$ cat config.mk
export PLATFORM = sky130hd
export DESIGN_NAME = muldiv_unit
export DESIGN_NICKNAME = d
export VERILOG_FILES = /design/src/rtl/muldiv_unit.sv
export SDC_FILE = /design/constraint.sdc
export NUM_CORES = 1
export LEC_CHECK = 0
export CORE_ASPECT_RATIO = 1.2
export CORE_MARGIN = 5
export CORE_UTILIZATION = 63
export CTS_BUF_LIST = sky130_fd_sc_hd__clkbuf_2
export CTS_CLUSTER_SIZE = 20
export DETAILED_ROUTE_END_ITERATION = 7
export GPL_TIMING_DRIVEN = 1
export PLACE_DENSITY = 0.95
export SYNTH_ARGS = -nofsm -noshare
export SYNTH_HDL_FRONTEND = slang
export SYNTH_SLANG_ARGS = --single-unit
$ cat constraint.sdc
create_clock -name clk -period 6.8 [get_ports clk]
set_input_delay 1.02 -clock clk [delete_from_list [all_inputs] [get_ports clk]]
set_output_delay 1.02 -clock clk [all_outputs]
set_load 0.01 [all_outputs]
$ cat src/rtl/muldiv_unit.sv
`timescale 1ns / 1ps
// muldiv_unit: iterative multiply/divide unit producing the HI/LO pair for
// MULTU, MULT, DIVU and DIV. Radix-2 shift-add multiplication and restoring
// division, one bit per cycle, with a start/busy/done handshake.
//
// Optional feature macro: MULDIV_SIGNED_EN
//   defined   -> MULT/DIV are two's complement (operand magnitudes at accept,
//                sign correction in FIX).
//   undefined -> op[0] is ignored, every op is unsigned; FIX stays as a
//                pass-through state so latency does not change.
module muldiv_unit #(
  parameter int wide = 32
) (
  input  logic            clk,
  input  logic            rst,
  input  logic            start,
  input  logic [1:0]      op,
  input  logic [wide-1:0] a,
  input  logic [wide-1:0] b,
  output logic            busy,
  output logic            done,
  output logic [wide-1:0] hi,
  output logic [wide-1:0] lo,
  output logic            div_zero
);

  localparam int cw = $clog2(wide);

  typedef enum logic [1:0] {
    IDLE = 2'd0,
    RUN  = 2'd1,
    FIX  = 2'd2,
    DONE = 2'd3
  } state_t;

  state_t          state;
  logic [cw-1:0]   cnt;      // iteration index within RUN
  logic            is_div;   // latched op[1]
  logic            b_zero;   // divisor was zero at accept
  logic [wide-1:0] acc;      // multiply: upper product word; divide: remainder
  logic [wide-1:0] low;      // multiply: multiplier/lower word; divide: quotient
  logic [wide-1:0] opnd;     // multiplicand or divisor

`ifdef MULDIV_SIGNED_EN
  logic            sign_res; // result sign for signed ops
  logic            sign_rem; // remainder sign (dividend sign) for signed divide
  logic [2*wide-1:0] prod;
`else
  logic            unused_op0;
  assign unused_op0 = op[0];
`endif

  logic [wide-1:0] a_in;
  logic [wide-1:0] b_in;
  logic [wide:0]   mul_sum;
  logic [wide-1:0] mul_acc_nx;
  logic [wide-1:0] mul_low_nx;
  logic [wide:0]   rem_sh;
  logic [wide-1:0] div_acc_nx;
  logic [wide-1:0] div_low_nx;
  logic [wide-1:0] res_hi;
  logic [wide-1:0] res_lo;

  // Operand conditioning at accept: magnitudes for signed ops, pass-through otherwise
  always_comb begin
    // NOTE: every always_comb output gets a default first so no path can infer a latch.
    a_in = a;
    b_in = b;
`ifdef MULDIV_SIGNED_EN
    if (op[0]) begin
      if (a[wide-1]) a_in = -a;
      if (b[wide-1]) b_in = -b;
    end
`endif
  end

  // One iteration step for both algorithms
  always_comb begin
    // Shift-add: conditional add into the upper word with carry, then shift pair right
    mul_sum    = {1'b0, acc} + {1'b0, (low[0] ? opnd : '0)};
    mul_acc_nx = mul_sum[wide:1];
    mul_low_nx = {mul_sum[0], low[wide-1:1]};

    // Restoring divide: shift pair left, keep the difference only if non-negative
    rem_sh = {acc, low[wide-1]};
    if (rem_sh >= {1'b0, opnd}) begin
      div_acc_nx = rem_sh[wide-1:0] - opnd;
      div_low_nx = {low[wide-2:0], 1'b1};
    end else begin
      div_acc_nx = rem_sh[wide-1:0];
      div_low_nx = {low[wide-2:0], 1'b0};
    end
  end

  // Sign correction of the raw magnitude result, applied in FIX
  always_comb begin
    res_hi = acc;
    res_lo = low;
`ifdef MULDIV_SIGNED_EN
    prod = {acc, low};
    if (!is_div) begin
      if (sign_res) prod = -prod;
      res_hi = prod[2*wide-1:wide];
      res_lo = prod[wide-1:0];
    end else begin
      if (sign_res) res_lo = -low;
      if (sign_rem) res_hi = -acc;
    end
`endif
  end

  // Control FSM with registered handshake outputs and the iterative datapath
  always_ff @(posedge clk) begin
    // NOTE: sequential state uses non-blocking assignments so every register samples pre-edge values.
    if (rst) begin
      state    <= IDLE;
      cnt      <= '0;
      is_div   <= 1'b0;
      b_zero   <= 1'b0;
      acc      <= '0;
      low      <= '0;
      opnd     <= '0;
      busy     <= 1'b0;
      done     <= 1'b0;
      div_zero <= 1'b0;
      hi       <= '0;
      lo       <= '0;
`ifdef MULDIV_SIGNED_EN
      sign_res <= 1'b0;
      sign_rem <= 1'b0;
`endif
    end else begin
      case (state)
        IDLE: begin
          if (start) begin
            state    <= RUN;
            busy     <= 1'b1;
            cnt      <= '0;
            is_div   <= op[1];
            b_zero   <= (b == '0);
            div_zero <= 1'b0;
            acc      <= '0;
            low      <= op[1] ? a_in : b_in;
            opnd     <= op[1] ? b_in : a_in;
`ifdef MULDIV_SIGNED_EN
            sign_res <= op[0] & (a[wide-1] ^ b[wide-1]);
            sign_rem <= op[0] & a[wide-1];
`endif
          end
        end
        RUN: begin
          acc <= is_div ? div_acc_nx : mul_acc_nx;
          low <= is_div ? div_low_nx : mul_low_nx;
          cnt <= cnt + cw'(1);
          if (cnt == cw'(wide - 1)) state <= FIX;
        end
        FIX: begin
          hi       <= res_hi;
          lo       <= res_lo;
          div_zero <= is_div & b_zero;
          done     <= 1'b1;
          busy     <= 1'b0;
          state    <= DONE;
        end
        DONE: begin
          done  <= 1'b0;
          state <= IDLE;
        end
        default: state <= IDLE;
      endcase
    end
  end

endmodule

==> results of run 1 <==
[final cells by class]
type	instances	area, sq um
well taps	224	280
flip-flops and latches	172	3440
diodes	1	2.50
clock inverters	15	151
clock buffers	17	85.1
multi-input cells	1110	7680
repair buffers	143	1400
inverters	56	210
fillers	1336	4920
[registers in the layout (all words and copies together) (netlist names)]
register,cells
done,1
hi,32
cnt,5
acc,32
state,2
div_zero,1
lo,32
is_div,1
busy,1
low,32
opnd,32
b_zero,1
[cell families (layout without fill, tap and decap cells)]
kind of cell | after synthesis | after routing | synth area share (%)
and+or+nand+nor | 446 | 446 | 18.4
AOI/OAI and AO/OA | 392 | 392 | 22.6
DFF | 172 | 172 | 29.5
muxes | 150 | 150 | 12.9
buffers and inverters | 148 | 231 | 4.92
adders and majority gates | 72 | 72 | 7.85
xor gates and xnor gates | 50 | 50 | 3.75
other | 0 | 1 | 0
[worst register-to-register path: cells and delay by family (launching register included)]
| family | cells | cell delay [ps] |
|---|---|---|
| compound gates | 4 | 600 |
| fa+ha+maj | 1 | 450 |
| buf+inv | 2 | 530 |
| flops | 1 | 490 |
| mux | 1 | 260 |
| simple gates | 3 | 1330 |
[layer usage]
metal	vias up	routed length, um	GRT usage (%)
met2	495	16000	51.2
met3	119	2520	5.31
met5	-	0	0
met1	5299	13100	36.3
li1	5338	-	-
met4	0	1350	14.7
[layout by cell type (no fill, tap or decap), types with 49 or more instances in the layout]
cell type,count
sky130_fd_sc_hd__nor2_1,187
sky130_fd_sc_hd__dfxtp_1,171
sky130_fd_sc_hd__mux2i_1,148
sky130_fd_sc_hd__clkdlybuf4s50_1,132
sky130_fd_sc_hd__a21oi_1,103
sky130_fd_sc_hd__a211oi_1,98
sky130_fd_sc_hd__nand2_1,68
sky130_fd_sc_hd__ha_1,68
sky130_fd_sc_hd__inv_1,55
sky130_fd_sc_hd__o21ai_0,49
[through the flow]
stage               power [mW]  util [%]
floorplan                 2.78         -
global placement          3.21      71.6
detailed placement        3.28      71.6
CTS                       3.84      72.9
global route              4.12      72.9
finish                    3.87      72.9
[cell usage after synthesis, drive strengths merged (13+ instances only)]
cell and n:
nor2 187, dfxtp 172, mux2i 148, a21oi 103, a211oi 98, clkbuf 76, ha 70, nand2 69
inv 55, o21ai 52, and2 41, nor2b 41, a21o 39, xnor2 30, nor3 24, nand3 23
xor2 20, buf 16, o211ai 15, nand4 14, a31oi 13, nor4 13
[worst paths after layout]
check                           cells after the start                   from               endpoint
worst max-delay path                               11  opnd[10]$_SDFFE_PP0P_   acc[18]$_SDFFE_PP0P_
worst min-delay path                                2    b_zero$_SDFFE_PP0P_  div_zero$_SDFFE_PP0P_
worst max register to register                     11  opnd[10]$_SDFFE_PP0P_   acc[18]$_SDFFE_PP0P_
worst min register to register                      2    b_zero$_SDFFE_PP0P_  div_zero$_SDFFE_PP0P_
[report_power, final]
| group | leakage [nW] | internal (mW) | switching (mW) |
|---|---|---|---|
| registers | 1.40 | 1.18 | 0.205 |
| logic | 3.71 | 0.761 | 1.17 |
| clock network | 0.138 | 0.120 | 0.439 |
==> metrics.txt, run 1 <==
# TYPE chip_impl_metric gauge
chip_impl_info{name="outcome",value="completed"} 1
chip_impl_info{name="path_class",value="register to register"} 1
chip_impl_metric{name="placed_cell_area",unit="sq um"} 13000
chip_impl_metric{name="r2r_setup_slack",unit="ps"} 3070
chip_impl_metric{name="drv_slew",unit=""} 0
chip_impl_metric{name="power.leakage",unit="nW"} 5.25
chip_impl_metric{name="number_of_enable_flip_flop_cells_after_synthesis",unit=""} 0
chip_impl_info{name="yosys-top-cells-area",value="sky130_fd_sc_hd__dfxtp_1 30%, sky130_fd_sc_hd__mux2i_1 13%, sky130_fd_sc_hd__ha_1 7.5%, sky130_fd_sc_hd__a211oi_1 6.3%, sky130_fd_sc_hd__nor2_1 6.0%"} 1
chip_impl_info{name="tritoncts",value="done"} 1
chip_impl_metric{name="synth_area_per_cell",unit="sq um"} 8.16
chip_impl_metric{name="drt_drc_violations_left",unit=""} 0
chip_impl_metric{name="portBuffers",unit=""} 134
chip_impl_metric{name="synth_nets",unit=""} 1571
chip_impl_metric{name="htreeDepth",unit=""} 4
chip_impl_info{name="cp-end-kind",value="register"} 1
chip_impl_metric{name="synth-warning-count",unit=""} 0
chip_impl_metric{name="hold_viol_final",unit=""} 0
chip_impl_metric{name="number_of_global_route_vias_before_repair",unit=""} 10945
chip_impl_metric{name="layout_min_cycle_time",unit="ps"} 3730
chip_impl_metric{name="arrival",unit="ps"} 4450
chip_impl_metric{name="io_pins",unit=""} 136
chip_impl_metric{name="wire_length_of_the_first_global_routing_pass",unit="um"} 53400
chip_impl_metric{name="final_cell_area",unit="sq um"} 13300
chip_impl_metric{name="floorplan.die.height",unit="um"} 159
chip_impl_info{name="crit_chain",value="inv_1 > ha_1 > nand4_1 > nor4_1 > a31oi_1 > o211ai_1 > or3_1 > buf_4 > mux2i_1 > a21oi_1 > a22o_1"} 1
chip_impl_metric{name="areaGrowthSynthToFinish",unit="%"} 13.6
chip_impl_metric{name="postSynthCellCount",unit=""} 1430
chip_impl_info{name="setup_repair_after_global_routing_missed_its_margin",value="no"} 1
chip_impl_metric{name="grt.overflow.total",unit=""} 0
chip_impl_metric{name="post_cts_resized",unit=""} 0
chip_impl_metric{name="post-dp-hpwl",unit="um"} 23900
chip_impl_metric{name="worst_setup_slack_after_layout",unit="ps"} 3070
chip_impl_metric{name="cts_hold_repair.buffers",unit=""} 0
chip_impl_info{name="postSynth.topFlopCell",value="sky130_fd_sc_hd__dfxtp_1"} 1
chip_impl_metric{name="postRouteWirelength",unit="um"} 33000
chip_impl_metric{name="post_cts.repair.setup_buffers",unit=""} 0
chip_impl_metric{name="cts_buffer_depth",unit=""} 2
chip_impl_metric{name="place.gp.congestion",unit=""} 0.953
chip_impl_metric{name="numCtsBuffers",unit=""} 17
chip_impl_metric{name="slowest_delay",unit="ps"} 730
chip_impl_metric{name="initial_antenna_violation_count",unit=""} 1
chip_impl_metric{name="ant_nets",unit=""} 0
chip_impl_metric{name="setup-violations-final",unit=""} 0
chip_impl_metric{name="ys_ff_latch",unit=""} 172
chip_impl_metric{name="worstSkewPairLatency",unit="ps"} 810
chip_impl_metric{name="maxSlewHeadroom",unit="%"} 23.2
chip_impl_metric{name="placed_cells_incl_taps",unit=""} 1705
chip_impl_metric{name="fp-row-count",unit=""} 54
chip_impl_metric{name="ir_worst_vdd",unit="V"} 0.000316
chip_impl_metric{name="wire_per_inst",unit="um"} 19.0
chip_impl_metric{name="critical_path.max_fanout",unit=""} 23
chip_impl_metric{name="worst_ep_required_time",unit="ps"} 7530
chip_impl_metric{name="postSynth.asyncResetShare",unit="%"} 0
chip_impl_metric{name="cellPowerDensity",unit="nW/um^2"} 292
chip_impl_metric{name="routed_via_count",unit=""} 11251
chip_impl_metric{name="synthDistinctLibCells",unit=""} 77
chip_impl_metric{name="fin_setup_tns",unit="ps"} 0
chip_impl_metric{name="hold_slack",unit="ps"} 460
chip_impl_info{name="setup.worst_path.start_class",value="register"} 1
chip_impl_metric{name="layoutNonFillerInstCount",unit=""} 1738
chip_impl_metric{name="core_area",unit="sq um"} 18200
chip_impl_info{name="slowest_stage_cell_crit_path",value="sky130_fd_sc_hd__or3_1"} 1
chip_impl_info{name="root_buffer",value="sky130_fd_sc_hd__clkbuf_2"} 1
chip_impl_metric{name="slew_at_the_pin_with_the_worst_max_slew_slack",unit="ps"} 1150
chip_impl_metric{name="clock.fmax",unit="MHz"} 268
chip_impl_metric{name="post_route_clock_period_utilization",unit="%"} 54.8
chip_impl_metric{name="drive_above_1_share",unit="%"} 4.43
chip_impl_metric{name="die_w",unit="um"} 134
chip_impl_metric{name="synth_top_area_share",unit="%"} 29.5
chip_impl_metric{name="max_capacitance_violation_total",unit=""} 0
chip_impl_metric{name="detailedRoute.firstIterationViolations",unit=""} 1032
chip_impl_info{name="yosys.area.top_type",value="sky130_fd_sc_hd__dfxtp_1"} 1
chip_impl_metric{name="pin_count_of_the_biggest_net_entering_global_routing",unit=""} 97
chip_impl_metric{name="post_layout_nets",unit=""} 1641
chip_impl_info{name="path_delay_family",value="simple AND/OR/NAND/NOR gates"} 1
chip_impl_info{name="hold_path_class",value="register to register"} 1
chip_impl_metric{name="worst-path-buf-inv",unit=""} 2
chip_impl_metric{name="numClockSinks",unit=""} 172
chip_impl_metric{name="initial_core_util",unit="%"} 64.2
chip_impl_metric{name="fp.dieArea",unit="sq um"} 21300
chip_impl_metric{name="synthesis.area",unit="sq um"} 11700
chip_impl_metric{name="place_ws",unit="ps"} 3020
chip_impl_metric{name="synth-seq-area-share",unit="%"} 29.5
chip_impl_metric{name="global_route_total_usage_across_every_layer",unit="%"} 30.0
chip_impl_metric{name="drt-vias-per-instance",unit=""} 6.47
chip_impl_metric{name="final.setup_skew",unit="ps"} 48.7
chip_impl_metric{name="cts.reportedPaths.clkPinSlew",unit="ps"} 300
chip_impl_metric{name="drt_first_pass_iters",unit=""} 6
Note: power is estimated with default switching activity, not from simulation.
==> run 2, diff against run 1 <==
--- a/config.mk
+++ b/config.mk
@@ -7,12 +7,12 @@
 export LEC_CHECK = 0
 export CORE_ASPECT_RATIO = 1.2
 export CORE_MARGIN = 5
-export CORE_UTILIZATION = 63
+export CORE_UTILIZATION = 59
 export CTS_BUF_LIST = sky130_fd_sc_hd__clkbuf_2
 export CTS_CLUSTER_SIZE = 20
 export DETAILED_ROUTE_END_ITERATION = 7
 export GPL_TIMING_DRIVEN = 1
-export PLACE_DENSITY = 0.95
+export PLACE_DENSITY = 0.91
 export SYNTH_ARGS = -nofsm -noshare
 export SYNTH_HDL_FRONTEND = slang
 export SYNTH_SLANG_ARGS = --single-unit
==> constraint.sdc (replaced) <==
create_clock -name clk -period 3.6 [get_ports clk]
set_input_delay 0.54 -clock clk [delete_from_list [all_inputs] [get_ports clk]]
set_output_delay 0.54 -clock clk [all_outputs]
set_load 0.01 [all_outputs]
==> run 2 against run 1 <==
Effect of this change:
- via count fell by 0.95%
- first-iteration DRC count shrank 18%
- die area increased by 6.3%
- sequential cell count did not move
- wire length shrank 0.10%
- sequential power up 88%
- utilization is 4.1 points lower
- total power grew 91%
- register-to-register slack worse by 2900 ps
- cell count up 2.8%
- largest power group unchanged
- highest routed layer unchanged
==> metrics.txt, run 2 (synthesized netlist as in run 1, its figures left out) <==
# TYPE chip_impl_metric gauge
chip_impl_metric{name="wire_length_of_the_first_global_routing_pass",unit="um"} 54100
chip_impl_metric{name="postRouteWirelength",unit="um"} 32900
chip_impl_metric{name="post_cts.repair.setup_buffers",unit=""} 0
chip_impl_metric{name="cts_hold_repair.buffers",unit=""} 0
chip_impl_metric{name="htreeDepth",unit=""} 4
chip_impl_metric{name="filler_cell_count",unit=""} 1641
chip_impl_metric{name="initial_core_util",unit="%"} 59.9
chip_impl_metric{name="cts_buffer_depth",unit=""} 2
chip_impl_metric{name="fin_setup_tns",unit="ps"} 0
chip_impl_metric{name="maxSlewHeadroom",unit="%"} 33.4
chip_impl_metric{name="post-dp-hpwl",unit="um"} 24600
chip_impl_metric{name="layout_min_cycle_time",unit="ps"} 3420
chip_impl_info{name="layout_commonest_cell",value="sky130_fd_sc_hd__nor2_1"} 1
chip_impl_info{name="hold_path_class",value="primary input to register"} 1
chip_impl_metric{name="routed_via_count",unit=""} 11144
chip_impl_metric{name="io_pins",unit=""} 136
chip_impl_metric{name="final.setup_skew",unit="ps"} 59.5
chip_impl_metric{name="detailedRoute.firstIterationViolations",unit=""} 850
chip_impl_info{name="mostFrequentLayoutCells",value="187 x sky130_fd_sc_hd__nor2_1, 171 x sky130_fd_sc_hd__dfxtp_1, 148 x sky130_fd_sc_hd__mux2i_1"} 1
chip_impl_metric{name="place.gp.congestion",unit=""} 0.957
chip_impl_info{name="outcome",value="completed"} 1
chip_impl_metric{name="hold_viol_final",unit=""} 0
chip_impl_metric{name="drt-vias-per-instance",unit=""} 6.24
chip_impl_info{name="tritoncts",value="done"} 1
chip_impl_metric{name="portBuffers",unit=""} 134
chip_impl_info{name="setup.worst_path.start_class",value="register"} 1
chip_impl_metric{name="worstSkewPairLatency",unit="ps"} 820
chip_impl_metric{name="numClockSinks",unit=""} 172
chip_impl_metric{name="areaGrowthSynthToFinish",unit="%"} 14.9
chip_impl_metric{name="wire_per_inst",unit="um"} 18.4
chip_impl_metric{name="pin_count_of_the_biggest_net_entering_global_routing",unit=""} 99
chip_impl_info{name="worst_hold_path.endpoint",value="hi[15]$_SDFFE_PP0P_"} 1
chip_impl_metric{name="critical_path.max_fanout",unit=""} 14
chip_impl_metric{name="placed_cells_incl_taps",unit=""} 1754
chip_impl_metric{name="max_capacitance_violation_total",unit=""} 0
chip_impl_metric{name="numCtsBuffers",unit=""} 17
chip_impl_info{name="setup_repair_after_global_routing_missed_its_margin",value="no"} 1
chip_impl_metric{name="ant_nets",unit=""} 0
chip_impl_metric{name="power.total",unit="mW"} 7.38
chip_impl_metric{name="slew_at_the_pin_with_the_worst_max_slew_slack",unit="ps"} 999
chip_impl_info{name="reg2reg_from",value="low[0]$_SDFFE_PP0P_"} 1
chip_impl_info{name="worst_hold_startpoint",value="rst"} 1
chip_impl_metric{name="global_route_total_usage_across_every_layer",unit="%"} 28.6
chip_impl_metric{name="die_w",unit="um"} 138
chip_impl_metric{name="layoutNonFillerInstCount",unit=""} 1787
chip_impl_info{name="root_buffer",value="sky130_fd_sc_hd__clkbuf_2"} 1
chip_impl_metric{name="core_area",unit="sq um"} 19500
chip_impl_info{name="path_class",value="register to register"} 1
chip_impl_info{name="cp-end-kind",value="register"} 1
chip_impl_info{name="critical_path.reg2reg.endpoint",value="acc[30]$_SDFFE_PP0P_"} 1
chip_impl_metric{name="number_of_global_route_vias_before_repair",unit=""} 10888
chip_impl_metric{name="r2r_setup_slack",unit="ps"} 180
chip_impl_metric{name="post_cts_resized",unit=""} 0
chip_impl_metric{name="reg2reg_depth",unit=""} 11
chip_impl_metric{name="initial_antenna_violation_count",unit=""} 1
chip_impl_metric{name="hold_slack",unit="ps"} 159
chip_impl_metric{name="post_route_clock_period_utilization",unit="%"} 95.1
chip_impl_metric{name="hold-path-cell-count",unit=""} 2
chip_impl_metric{name="grt.overflow.total",unit=""} 0
chip_impl_metric{name="arrival",unit="ps"} 4200
chip_impl_metric{name="power.leakage",unit="nW"} 5.31
chip_impl_metric{name="fp.dieArea",unit="sq um"} 22700
chip_impl_metric{name="drv_slew",unit=""} 0
chip_impl_metric{name="clock.fmax",unit="MHz"} 292
chip_impl_metric{name="setup-violations-final",unit=""} 0
chip_impl_metric{name="drt_drc_violations_left",unit=""} 0
chip_impl_metric{name="cts.reportedPaths.clkPinSlew",unit="ps"} 310
chip_impl_metric{name="cellPowerDensity",unit="nW/um^2"} 551
chip_impl_metric{name="drt_first_pass_iters",unit=""} 5
chip_impl_metric{name="ir_worst_vdd",unit="V"} 0.000377
chip_impl_metric{name="fp-row-count",unit=""} 56
chip_impl_metric{name="floorplan.die.height",unit="um"} 164
chip_impl_metric{name="worst_ep_required_time",unit="ps"} 4370
chip_impl_metric{name="drive_above_1_share",unit="%"} 5.25
chip_impl_metric{name="post_layout_nets",unit=""} 1653
==> run 2: per-stage QoR <==
| stage | cell area, sq um | setup slack [ps] | util (%) |
|---|---|---|---|
| floorplan | 11700 | 694 | - |
| global placement | 13200 | 378 | 67.5 |
| detailed placement | 13200 | 266 | 67.5 |
| CTS | 13400 | 238 | 68.8 |
| global route | 13400 | 11.5 | 68.8 |
| finish | 13400 | 177 | 68.8 |
==> run 2: worst max-delay path, cell delays in order (launching register included) <==
cell and delay [ps]:
sky130_fd_sc_hd__dfxtp_1 690, sky130_fd_sc_hd__and2_1 210, sky130_fd_sc_hd__ha_1 240, sky130_fd_sc_hd__o211ai_1 120, sky130_fd_sc_hd__o21ai_2 270, sky130_fd_sc_hd__o2111ai_2 240, sky130_fd_sc_hd__a2111oi_2 590, sky130_fd_sc_hd__nor2_1 170
sky130_fd_sc_hd__a21o_1 240, sky130_fd_sc_hd__nor2_1 210, sky130_fd_sc_hd__mux2i_1 250, sky130_fd_sc_hd__a32o_1 180
==> run 2: worst max-delay path by stage <==
stage                   startpoint                    to  slack (ps)  cells after the start
4_1_cts        low[0]$_SDFFE_PP0P_  acc[24]$_SDFFE_PP0P_         240                     12
2_1_floorplan  low[0]$_SDFFE_PP0P_  acc[24]$_SDFFE_PP0P_         690                     13
3_3_place_gp   low[0]$_SDFFE_PP0P_  acc[24]$_SDFFE_PP0P_         380                     12
3_5_place_dp   low[0]$_SDFFE_PP0P_  acc[24]$_SDFFE_PP0P_         270                     12
5_1_grt        low[0]$_SDFFE_PP0P_  acc[23]$_SDFFE_PP0P_          10                     13
6_report       low[0]$_SDFFE_PP0P_  acc[30]$_SDFFE_PP0P_         180                     11
==> run 2: layout make-up <==
cell class / count / area [sq um] / area share (%)
multi-input cells: 1110 / 7680 / 57.3
flip-flops and latches: 172 / 3440 / 25.7
repair buffers: 155 / 1490 / 11.1
well taps: 261 / 327 / 2.44
inverters: 56 / 210 / 1.57
clock inverters: 14 / 154 / 1.15
clock buffers: 18 / 90.1 / 0.672
diodes: 1 / 2.50 / 0.0187
==> run 2: per-layer routing <==
layer  part of all wire, %  track usage, %
met5                     0               0
met4                   4.0            12.4
met3                   7.8            5.18
met2                    47            48.4
met1                    41            35.9
==> run 2: power breakdown <==
part | switching, mW | leakage (nW) | internal [mW]
logic | 2.22 | 3.77 | 1.47
registers | 0.377 | 1.40 | 2.24
clock network | 0.805 | 0.140 | 0.281
total | 3.40 | 5.31 | 3.98
